$ cat src/rtl/fifo_pkg.sv
// Shared constants and helpers for the parametrised FIFO.
package fifo_pkg;

    localparam int FIFO_DEF_WIDTH = 16;
    localparam int FIFO_DEF_DEPTH = 16;

    // Occupancy needs one more code than there are entries.
    function automatic int cnt_w(input int depth);
        return $clog2(depth + 1);
    endfunction

endpackage

$ cat src/rtl/param_fifo_if.sv
// Producer/consumer bus of the parametrised FIFO.
interface param_fifo_if #(
    parameter int WIDTH = fifo_pkg::FIFO_DEF_WIDTH,
    parameter int DEPTH = fifo_pkg::FIFO_DEF_DEPTH
);
    localparam int CW = fifo_pkg::cnt_w(DEPTH);

    logic [WIDTH-1:0] fifo_data_in;
    logic             fifo_write;
    logic             fifo_read;
    logic             fifo_clr_err;
    logic [WIDTH-1:0] fifo_data_out;
    logic             fifo_data_valid;
    logic             fifo_full;
    logic             fifo_empty;
    logic             fifo_almost_full;
    logic             fifo_almost_empty;
    logic [CW-1:0]    fifo_count;
    logic             fifo_overflow;
    logic             fifo_underflow;

    modport master (
        output fifo_data_in, fifo_write, fifo_read, fifo_clr_err,
        input  fifo_data_out, fifo_data_valid, fifo_full, fifo_empty,
        input  fifo_almost_full, fifo_almost_empty, fifo_count,
        input  fifo_overflow, fifo_underflow
    );

    modport slave (
        input  fifo_data_in, fifo_write, fifo_read, fifo_clr_err,
        output fifo_data_out, fifo_data_valid, fifo_full, fifo_empty,
        output fifo_almost_full, fifo_almost_empty, fifo_count,
        output fifo_overflow, fifo_underflow
    );

endinterface

$ cat src/rtl/fifo_mem.sv
// FIFO storage: synchronous write port, asynchronous read port.
module fifo_mem #(
    parameter int WIDTH = 16,
    parameter int DEPTH = 16,
    localparam int AW   = $clog2(DEPTH)
) (
    input  logic             i_clk,
    input  logic             i_we,
    input  logic [AW-1:0]    i_waddr,
    input  logic [WIDTH-1:0] i_wdata,
    input  logic [AW-1:0]    i_raddr,
    output logic [WIDTH-1:0] o_rdata
);

    logic [WIDTH-1:0] r_mem [DEPTH];

    always_ff @(posedge i_clk) begin
        if (i_we) r_mem[i_waddr] <= i_wdata;
    end

    assign o_rdata = r_mem[i_raddr];

endmodule

$ cat src/rtl/param_fifo.sv
// Parametrised synchronous FIFO: pointers, occupancy, flags,
// sticky errors and standard or first-word-fall-through output.
module param_fifo
    import fifo_pkg::*;
#(
    parameter int WIDTH    = FIFO_DEF_WIDTH,
    parameter int DEPTH    = FIFO_DEF_DEPTH,
    parameter int AF_LEVEL = DEPTH - 2,
    parameter int AE_LEVEL = 2,
    parameter int FWFT     = 0
) (
    input logic         clk,
    input logic         rst,
    param_fifo_if.slave bus
);

    localparam int AW = $clog2(DEPTH);
    localparam int CW = cnt_w(DEPTH);

    logic [AW-1:0]    r_wr_ptr;
    logic [AW-1:0]    r_rd_ptr;
    logic [CW-1:0]    r_count;
    logic             r_ovf;
    logic             r_udf;

    logic             w_full;
    logic             w_empty;
    logic             w_rd_ok;
    logic             w_wr_ok;
    logic [WIDTH-1:0] w_head;

    assign w_full  = (r_count == CW'(DEPTH));
    assign w_empty = (r_count == '0);
    assign w_rd_ok = bus.fifo_read && !w_empty;
    // A write into a full FIFO is fine if a read frees a slot.
    assign w_wr_ok = bus.fifo_write && (!w_full || w_rd_ok);

    fifo_mem #(
        .WIDTH (WIDTH),
        .DEPTH (DEPTH)
    ) u_mem (
        .i_clk   (clk),
        .i_we    (w_wr_ok),
        .i_waddr (r_wr_ptr),
        .i_wdata (bus.fifo_data_in),
        .i_raddr (r_rd_ptr),
        .o_rdata (w_head)
    );

    always_ff @(posedge clk) begin
        if (rst) begin
            r_wr_ptr <= '0;
            r_rd_ptr <= '0;
            r_count  <= '0;
        end else begin
            if (w_wr_ok) r_wr_ptr <= r_wr_ptr + 1'b1;
            if (w_rd_ok) r_rd_ptr <= r_rd_ptr + 1'b1;
            if (w_wr_ok && !w_rd_ok)
                r_count <= r_count + 1'b1;
            else if (w_rd_ok && !w_wr_ok)
                r_count <= r_count - 1'b1;
        end
    end

    always_ff @(posedge clk) begin
        if (rst) begin
            r_ovf <= 1'b0;
            r_udf <= 1'b0;
        end else begin
            if (bus.fifo_write && !w_wr_ok)
                r_ovf <= 1'b1;
            else if (bus.fifo_clr_err)
                r_ovf <= 1'b0;
            if (bus.fifo_read && w_empty)
                r_udf <= 1'b1;
            else if (bus.fifo_clr_err)
                r_udf <= 1'b0;
        end
    end

    generate
        if (FWFT != 0) begin : g_fwft
            assign bus.fifo_data_out   = w_empty ? '0 : w_head;
            assign bus.fifo_data_valid = !w_empty;
        end else begin : g_std
            logic [WIDTH-1:0] r_dout;
            logic             r_valid;

            always_ff @(posedge clk) begin
                if (rst) begin
                    r_dout  <= '0;
                    r_valid <= 1'b0;
                end else if (w_rd_ok) begin
                    r_dout  <= w_head;
                    r_valid <= 1'b1;
                end else begin
                    r_valid <= 1'b0;
                end
            end

            assign bus.fifo_data_out   = r_dout;
            assign bus.fifo_data_valid = r_valid;
        end
    endgenerate

    assign bus.fifo_full         = w_full;
    assign bus.fifo_empty        = w_empty;
    assign bus.fifo_almost_full  = (r_count >= CW'(AF_LEVEL));
    assign bus.fifo_almost_empty = (r_count <= CW'(AE_LEVEL));
    assign bus.fifo_count        = r_count;
    assign bus.fifo_overflow     = r_ovf;
    assign bus.fifo_underflow    = r_udf;

endmodule
$ cat src/flat_wrapper.sv
// flat-port wrapper written by rule: the top's interface ports become plain ports
module param_fifo_flat import fifo_pkg::*;
#(
    parameter int WIDTH    = FIFO_DEF_WIDTH,
    parameter int DEPTH    = FIFO_DEF_DEPTH,
    parameter int AF_LEVEL = DEPTH - 2,
    parameter int AE_LEVEL = 2,
    parameter int FWFT     = 0
)
  (clk, rst, bus_fifo_data_in, bus_fifo_write, bus_fifo_read, bus_fifo_clr_err, bus_fifo_data_out, bus_fifo_data_valid, bus_fifo_full, bus_fifo_empty, bus_fifo_almost_full, bus_fifo_almost_empty, bus_fifo_count, bus_fifo_overflow, bus_fifo_underflow);
  param_fifo_if #(.WIDTH(WIDTH), .DEPTH(DEPTH)) bus_i ();
  input logic clk;
  input logic rst;
  input wire logic [$bits(bus_i.fifo_data_in)-1:0] bus_fifo_data_in;
  input wire logic [$bits(bus_i.fifo_write)-1:0] bus_fifo_write;
  input wire logic [$bits(bus_i.fifo_read)-1:0] bus_fifo_read;
  input wire logic [$bits(bus_i.fifo_clr_err)-1:0] bus_fifo_clr_err;
  output wire logic [$bits(bus_i.fifo_data_out)-1:0] bus_fifo_data_out;
  output wire logic [$bits(bus_i.fifo_data_valid)-1:0] bus_fifo_data_valid;
  output wire logic [$bits(bus_i.fifo_full)-1:0] bus_fifo_full;
  output wire logic [$bits(bus_i.fifo_empty)-1:0] bus_fifo_empty;
  output wire logic [$bits(bus_i.fifo_almost_full)-1:0] bus_fifo_almost_full;
  output wire logic [$bits(bus_i.fifo_almost_empty)-1:0] bus_fifo_almost_empty;
  output wire logic [$bits(bus_i.fifo_count)-1:0] bus_fifo_count;
  output wire logic [$bits(bus_i.fifo_overflow)-1:0] bus_fifo_overflow;
  output wire logic [$bits(bus_i.fifo_underflow)-1:0] bus_fifo_underflow;
  assign bus_i.fifo_data_in = bus_fifo_data_in;
  assign bus_i.fifo_write = bus_fifo_write;
  assign bus_i.fifo_read = bus_fifo_read;
  assign bus_i.fifo_clr_err = bus_fifo_clr_err;
  assign bus_fifo_data_out = bus_i.fifo_data_out;
  assign bus_fifo_data_valid = bus_i.fifo_data_valid;
  assign bus_fifo_full = bus_i.fifo_full;
  assign bus_fifo_empty = bus_i.fifo_empty;
  assign bus_fifo_almost_full = bus_i.fifo_almost_full;
  assign bus_fifo_almost_empty = bus_i.fifo_almost_empty;
  assign bus_fifo_count = bus_i.fifo_count;
  assign bus_fifo_overflow = bus_i.fifo_overflow;
  assign bus_fifo_underflow = bus_i.fifo_underflow;
  param_fifo #(.WIDTH(WIDTH), .DEPTH(DEPTH), .AF_LEVEL(AF_LEVEL), .AE_LEVEL(AE_LEVEL), .FWFT(FWFT)) u_core (.clk(clk), .rst(rst), .bus(bus_i));
endmodule
$ cat config.mk
export PLATFORM = sky130hd
export DESIGN_NAME = param_fifo_flat
export DESIGN_NICKNAME = d
export VERILOG_FILES = /design/src/rtl/fifo_pkg.sv /design/src/rtl/param_fifo_if.sv /design/src/rtl/fifo_mem.sv /design/src/rtl/param_fifo.sv /design/src/flat_wrapper.sv
export SDC_FILE = /design/constraint.sdc
export NUM_CORES = 1
export LEC_CHECK = 0
export BUFFER_PORTS_ARGS = -buffer_cell sky130_fd_sc_hd__buf_2
export CAP_MARGIN = 20
export CELL_PAD_IN_SITES_DETAIL_PLACEMENT = 1
export CELL_PAD_IN_SITES_GLOBAL_PLACEMENT = 1
export CORE_MARGIN = 1.5
export CORE_UTILIZATION = 56
export CTS_CLUSTER_DIAMETER = 50
export CTS_CLUSTER_SIZE = 14
export DETAILED_ROUTE_END_ITERATION = 8
export PLACE_DENSITY_LB_ADDON = 0.1
export SYNTH_ARGS = -nofsm -noshare
export SYNTH_HDL_FRONTEND = slang
export SYNTH_SLANG_ARGS = --single-unit
$ cat constraint.sdc
create_clock -name clk -period 6.7 [get_ports clk]
set_clock_uncertainty 0.15 [all_clocks]
set_input_delay 1.675 -clock clk [delete_from_list [all_inputs] [get_ports clk]]
set_output_delay 1.675 -clock clk [all_outputs]
set_load 0.01 [all_outputs]
# After elaboration in Yosys (flattened, before gate mapping)
# Memory sizes are Yosys's and may differ from the RTL's. A register that Yosys moved wholly into a read port is not among the register bits.
# Cells that the tools add are included.
# word_totals
regBits	16
ramBits	256
inputBits	21
output_inout_bits	28
wordCells	37
n_memories	1
# classes
n_addsub	4
order_cmp	2
eq_ne	1
muxes	8
n_reduce_logical	15
# mem_list
memory	depth	word_bits	rd	rd_clocked_by_memory_dff	write_ports	line	text
u_core.u_mem.r_mem	16	16	1	1	1	fifo_mem.sv:15	logic [WIDTH-1:0] r_mem [DEPTH];
# op_table
cell	count
two-way mux 5 bit	2
adder 4 x 1 -> 4 bit, second input constant	2
logical AND 1 bit	6
two-way mux 1 bit	6
nonzero test 2 bit	3
adder 5 x 1 -> 5 bit, second input constant	1
equality test 5 bit, second input constant	1
>= comparator 5 x 4 -> 1 bit, second input constant	1
<= comparator 5 x 2 -> 1 bit, second input constant	1
logical NOT 5 bit	1
subtractor 5 x 1 -> 5 bit, second input constant	1
logical NOT 1 bit	4
logical OR 1 bit	1

# Logic depth before layout (Yosys ltp)
# depth
ltp_word	9
mapped_depth	11
ltp_nobuf	11

# By module
# A second synthesis with hierarchy kept.
# unflattened
cells_unflattened	583
hier_area_um2	11138.2
# by_module_without_submodules
mod	n_inst	cells_each	area_per_inst_um2	seq_area_each_um2
fifo_mem	1	416	9723.1	7687.4
param_fifo	1	167	1415.1	640.6

# Least setup slack after synthesis
# OpenSTA, ideal clock, no wires.
# synth_path
path_type	input -> register
from	input port bus_fifo_read
to	memory u_core.u_mem.r_mem[3][0], enable pin
setup_time_ps	409
t_arrival_ps	3427
t_required_ps	6141
path_slack_ps	2713
stages	4
n_path_buf	0
cell_sequence	inv_1 > a31oi_2 > nand2_1 > nor3_1
# synth_between
elab_chain_cells	5
# synth_rtl
item	line	text
start: declaration	flat_wrapper.sv:16	input wire logic [$bits(bus_i.fifo_read)-1:0] bus_fifo_read;
logical AND 1 bit	param_fifo.sv:34	assign w_rd_ok = bus.fifo_read && !w_empty;
logical OR 1 bit	param_fifo.sv:36	assign w_wr_ok = bus.fifo_write && (!w_full || w_rd_ok);
logical AND 1 bit	param_fifo.sv:36	
named net u_core.u_mem.i_we	fifo_mem.sv:8	input logic i_we,
two-way mux 1 bit	fifo_mem.sv:18	if (i_we) r_mem[i_waddr] <= i_wdata;
two-way mux 1 bit (implied by the code)	fifo_mem.sv:18	
end: declaration	fifo_mem.sv:15	
# The timed path passes the listed nets, and every way through them passes these cells.

# Final worst setup path
# layout_path
from	input port bus_fifo_read
to	register u_core.r_count[4], in the netlist u_core.bus.fifo_count[4]
# layout_between
elab_chain_cells	6
word_cells_on_any_way	9
classes_between	mux: 1; reduce/logical: 8
# layout_rtl
item	line	text
logical AND 1 bit *	param_fifo.sv:34	
logical OR 1 bit	param_fifo.sv:36	
logical AND 1 bit	param_fifo.sv:36	
logical NOT 1 bit	param_fifo.sv:60	else if (w_rd_ok && !w_wr_ok)
logical AND 1 bit	param_fifo.sv:60	
nonzero test 2 bit (no source line)	n/a	
end signal: assignment	param_fifo.sv:59	r_count <= r_count + 1'b1;
end signal: assignment	param_fifo.sv:61	r_count <= r_count - 1'b1;
end: declaration	param_fifo.sv:22	logic [CW-1:0] r_count;
# Every way passes the cells marked *; elsewhere a longest branch is shown, timed or not.
# A chain may end at the register's enable or synchronous reset.

==> flow_metrics.py <==
metrics = {
    "worst_setup_path": {
        "cp_slowest_cell": "a21oi_4",
        "crit_path_start_kind": "primary input",
        "worst-r2r-cell-count": 10,
        "reg2reg_setup_slack_ps": 3170,
        "r2r_end": "u_core.bus.fifo_count[4]",
        "slowest_delay_ps": 770,
        "crit_type": "in2reg",
        "cp.required_ps": 6970,
        "endpoint_kind": "register",
        "crit_chain": "buf_2 -> inv_1 -> a21oi_4 -> inv_1 -> ha_1 -> inv_1 -> ha_1 -> a21o_1 -> a21oi_1 -> mux2i_1 -> mux2_2",
        "cp_num_buf_inv": 4,
        "path_common_cell": "inv_1",
        "crit_family": "compound AO/OA/AOI/OAI gates",
        "crit_fanout": 37,
        "crit_arrival_ps": 4450,
        "worstReg2RegStart": "u_core.bus.fifo_count[2]",
    },
    "floorplan": {
        "die_area_mm2": 0.02085,
        "coreArea_mm2": 0.01953,
        "ios": 49,
        "rows": 51,
        "die_w_um": 144.4,
        "die_h_um": 144.4,
        "initial_core_util": 0.5732,
    },
    "layout": {
        "diodes": 0,
        "fillers": 1723,
        "stdcell_count": 1014,
        "fin_nets": 759,
        "final_area_mm2": 0.01262,
        "fin_util": 0.6464,
        "drive_gt1_frac": 0.1589,
        "synthToLayoutAreaGrowth_pct": 12.75,
    },
    "timing": {
        "tightest_slew_ps": 1095,
        "fin_crit_sh": 0.6238,
        "setup_violations": 0,
        "max_freq_ghz": 0.2393,
        "slew_headroom": 0.2689,
        "timing.hold.ws_ps": 338.7,
        "rsz0062_at_grt": "no",
        "hold_viol": 0,
        "setup_tns_ps": 0,
        "setup_slack_ps": 2521,
        "slew_viol_final": 0,
        "finalCriticalPeriod_ps": 4179,
    },
    "synth": {
        "synth_area_mm2": 0.01119,
        "yosysSeqAreaShare": 0.7440,
        "synth-async-reset-ratio": 0,
        "syn_inst": 680,
        "synth_area_per_cell_um2": 16.46,
        "ys_seq_elements": 288,
        "synth_fp_nets": 712,
        "yosysWarningCount": 0,
        "synthFlopType": "edfxtp_1",
        "synth_edf_count": 256,
        "synth.distinct_cells": 33,
    },
    "pwr": {
        "powerDensity_mw_per_mm2": 346.5,
        "power_mw": 4.373,
        "ir_worst_vdd_uv": 291.9,
        "p_leak_nw": 3.977,
    },
    "hold_path": {
        "whs_path_depth": 2,
        "worstHoldEndpoint": "u_core.bus.fifo_overflow",
        "hp-start": "u_core.bus.fifo_overflow",
        "hp-class": "reg2reg",
    },
    "clock_network": {
        "cts_buffer_depth": 3,
        "htreeDepth": 1,
        "insertion_delay_ps": 540,
        "tritoncts": "yes",
        "cts_hold_buffers": 0,
        "cts.repair.resized": 0,
        "path_clk_slew_ps": 60,
        "post_cts_buffers": 0,
        "cts_sinks": 288,
        "cts-root-buf": "clkbuf_16",
        "numCtsBuffers": 29,
    },
    "global_routing": {
        "antenna_found_initial": 0,
        "grt_max_degree": 107,
        "grt_pass1_wl_um": 39990,
        "grt-ovfl-total": 0,
        "grt_pass1_vias": 6726,
        "gr-usage-all-layers": 0.2667,
    },
    "detailed_routing": {
        "first_iter_violations": 557,
        "viasPerCell": 6.122,
        "wl_per_cell_um": 26.39,
        "drc": 0,
        "drt_pre_antenna_iters": 5,
        "drt_wl_total_um": 26760,
        "ant_nets": 0,
        "vias": 6208,
    },
    "flow_run": {
        "maxCapViolations": 0,
    },
    "status": {
        "outcome": "finished, final reports clean",
    },
    "placed_design": {
        "hpwl_um": 16650,
        "gp_congestion": 0.8241,
        "dp_slack_ps": 1981,
        "post-place-cells": 960,
        "port_buffers": 48,
        "dpl_cell_area_mm2": 0.01167,
    },
}
state kept, by name, summed over array words and instances, names as in the netlist:
name                        cells
u_core.u_mem.r_mem            256
u_core.bus.fifo_data_out       16
u_core.bus.fifo_count           5
u_core.r_rd_ptr                 4
u_core.r_wr_ptr                 4
u_core.bus.fifo_data_valid      1
u_core.bus.fifo_overflow        1
u_core.bus.fifo_underflow       1
cell type report:
type,count,area (µm²),area share
Clock inverter,9,80.08,0.006345
Tap cell,265,331.6,0.02627
Inverter,11,41.29,0.003272
Multi-Input combinational cell,343,2676,0.2121
Sequential cell,288,8332,0.6602
Timing Repair Buffer,54,305.3,0.02419
Clock buffer,44,854.6,0.06771
power breakdown:
part / total, mW / switching, mW / internal (mW) / leakage (nW)
clock network: 1.57 / 0.675 / 0.892 / 0.452
logic: 0.687 / 0.441 / 0.246 / 0.949
registers: 2.12 / 0.0725 / 2.05 / 2.58
total: 4.37 / 1.19 / 3.18 / 3.98
layout by cell type, fill, tap and decap left out, types with 2 or more instances in the layout:
cell / n
buf_4: 4
nand2_1: 13
nor2_1: 38
edfxtp_1: 256
xor2_1: 7
nor4_1: 16
inv_1: 11
mux2i_1: 130
nor3_2: 4
buf_2: 48
nand2b_1: 3
clkinvlp_4: 2
a21oi_1: 8
xnor2_1: 2
clkbuf_8: 3
clkbuf_1: 10
clkbuf_16: 31
inv_4: 2
a211oi_1: 16
nor2_2: 12
ha_1: 10
o22ai_1: 64
nand3b_1: 3
nand3_1: 4
inv_8: 2
nand4_1: 2
dfxtp_1: 31
cell usage after synthesis (all sizes together), types with 9 or more instances:
cell type | number | area [µm²]
a211oi | 16 | 120.1
a21oi | 9 | 48.80
buf | 23 | 148.9
clkbuf | 15 | 56.30
dfxtp | 32 | 640.6
edfxtp | 256 | 7687
ha | 10 | 125.1
inv | 11 | 41.29
mux2i | 130 | 1301
nand2 | 13 | 48.80
nor2 | 50 | 187.7
nor4 | 17 | 121.4
o22ai | 64 | 400.4
worst min-delay path, stage by stage, from the launching register on:
cell	delay (ps)
dfxtp_1	310
nand2b_1	60
a21oi_1	60
worst max path at each step:
stage                  startpoint                        to  slack, ps  cells after the start
finish              bus_fifo_read  u_core.bus.fifo_count[4]       2520                     11
global placement    bus_fifo_read  u_core.bus.fifo_count[4]       2150                     11
global route        bus_fifo_read  u_core.bus.fifo_count[4]       2300                     11
CTS                 bus_fifo_read  u_core.bus.fifo_count[4]       2540                     11
floorplan           bus_fifo_read  u_core.u_mem.r_mem[3][0]       2710                      4
detailed placement  bus_fifo_read  u_core.bus.fifo_count[4]       1980                     11
kinds of logic after synthesis:
family | Yosys count | synth area share
flip-flops | 288 | 0.7440
multiplexers | 131 | 0.1173
AND/OR/NAND/NOR | 100 | 0.04326
XOR/XNOR | 9 | 0.007043
adder cells (fa/ha/maj) | 11 | 0.01297
AO/OA/AOI/OAI | 92 | 0.05343
buffers and inverters | 49 | 0.02202
layer usage:
metal | part of all wire | vias up | GRT usage
met4 | 0.025 | 0 | 0.08134
met1 | 0.40 | 3227 | 0.3366
met2 | 0.51 | 186 | 0.4641
met5 | 0 | - | 0
met3 | 0.064 | 50 | 0.05695
li1 | - | 2745 | -
Power figures use the tool's default switching activity.
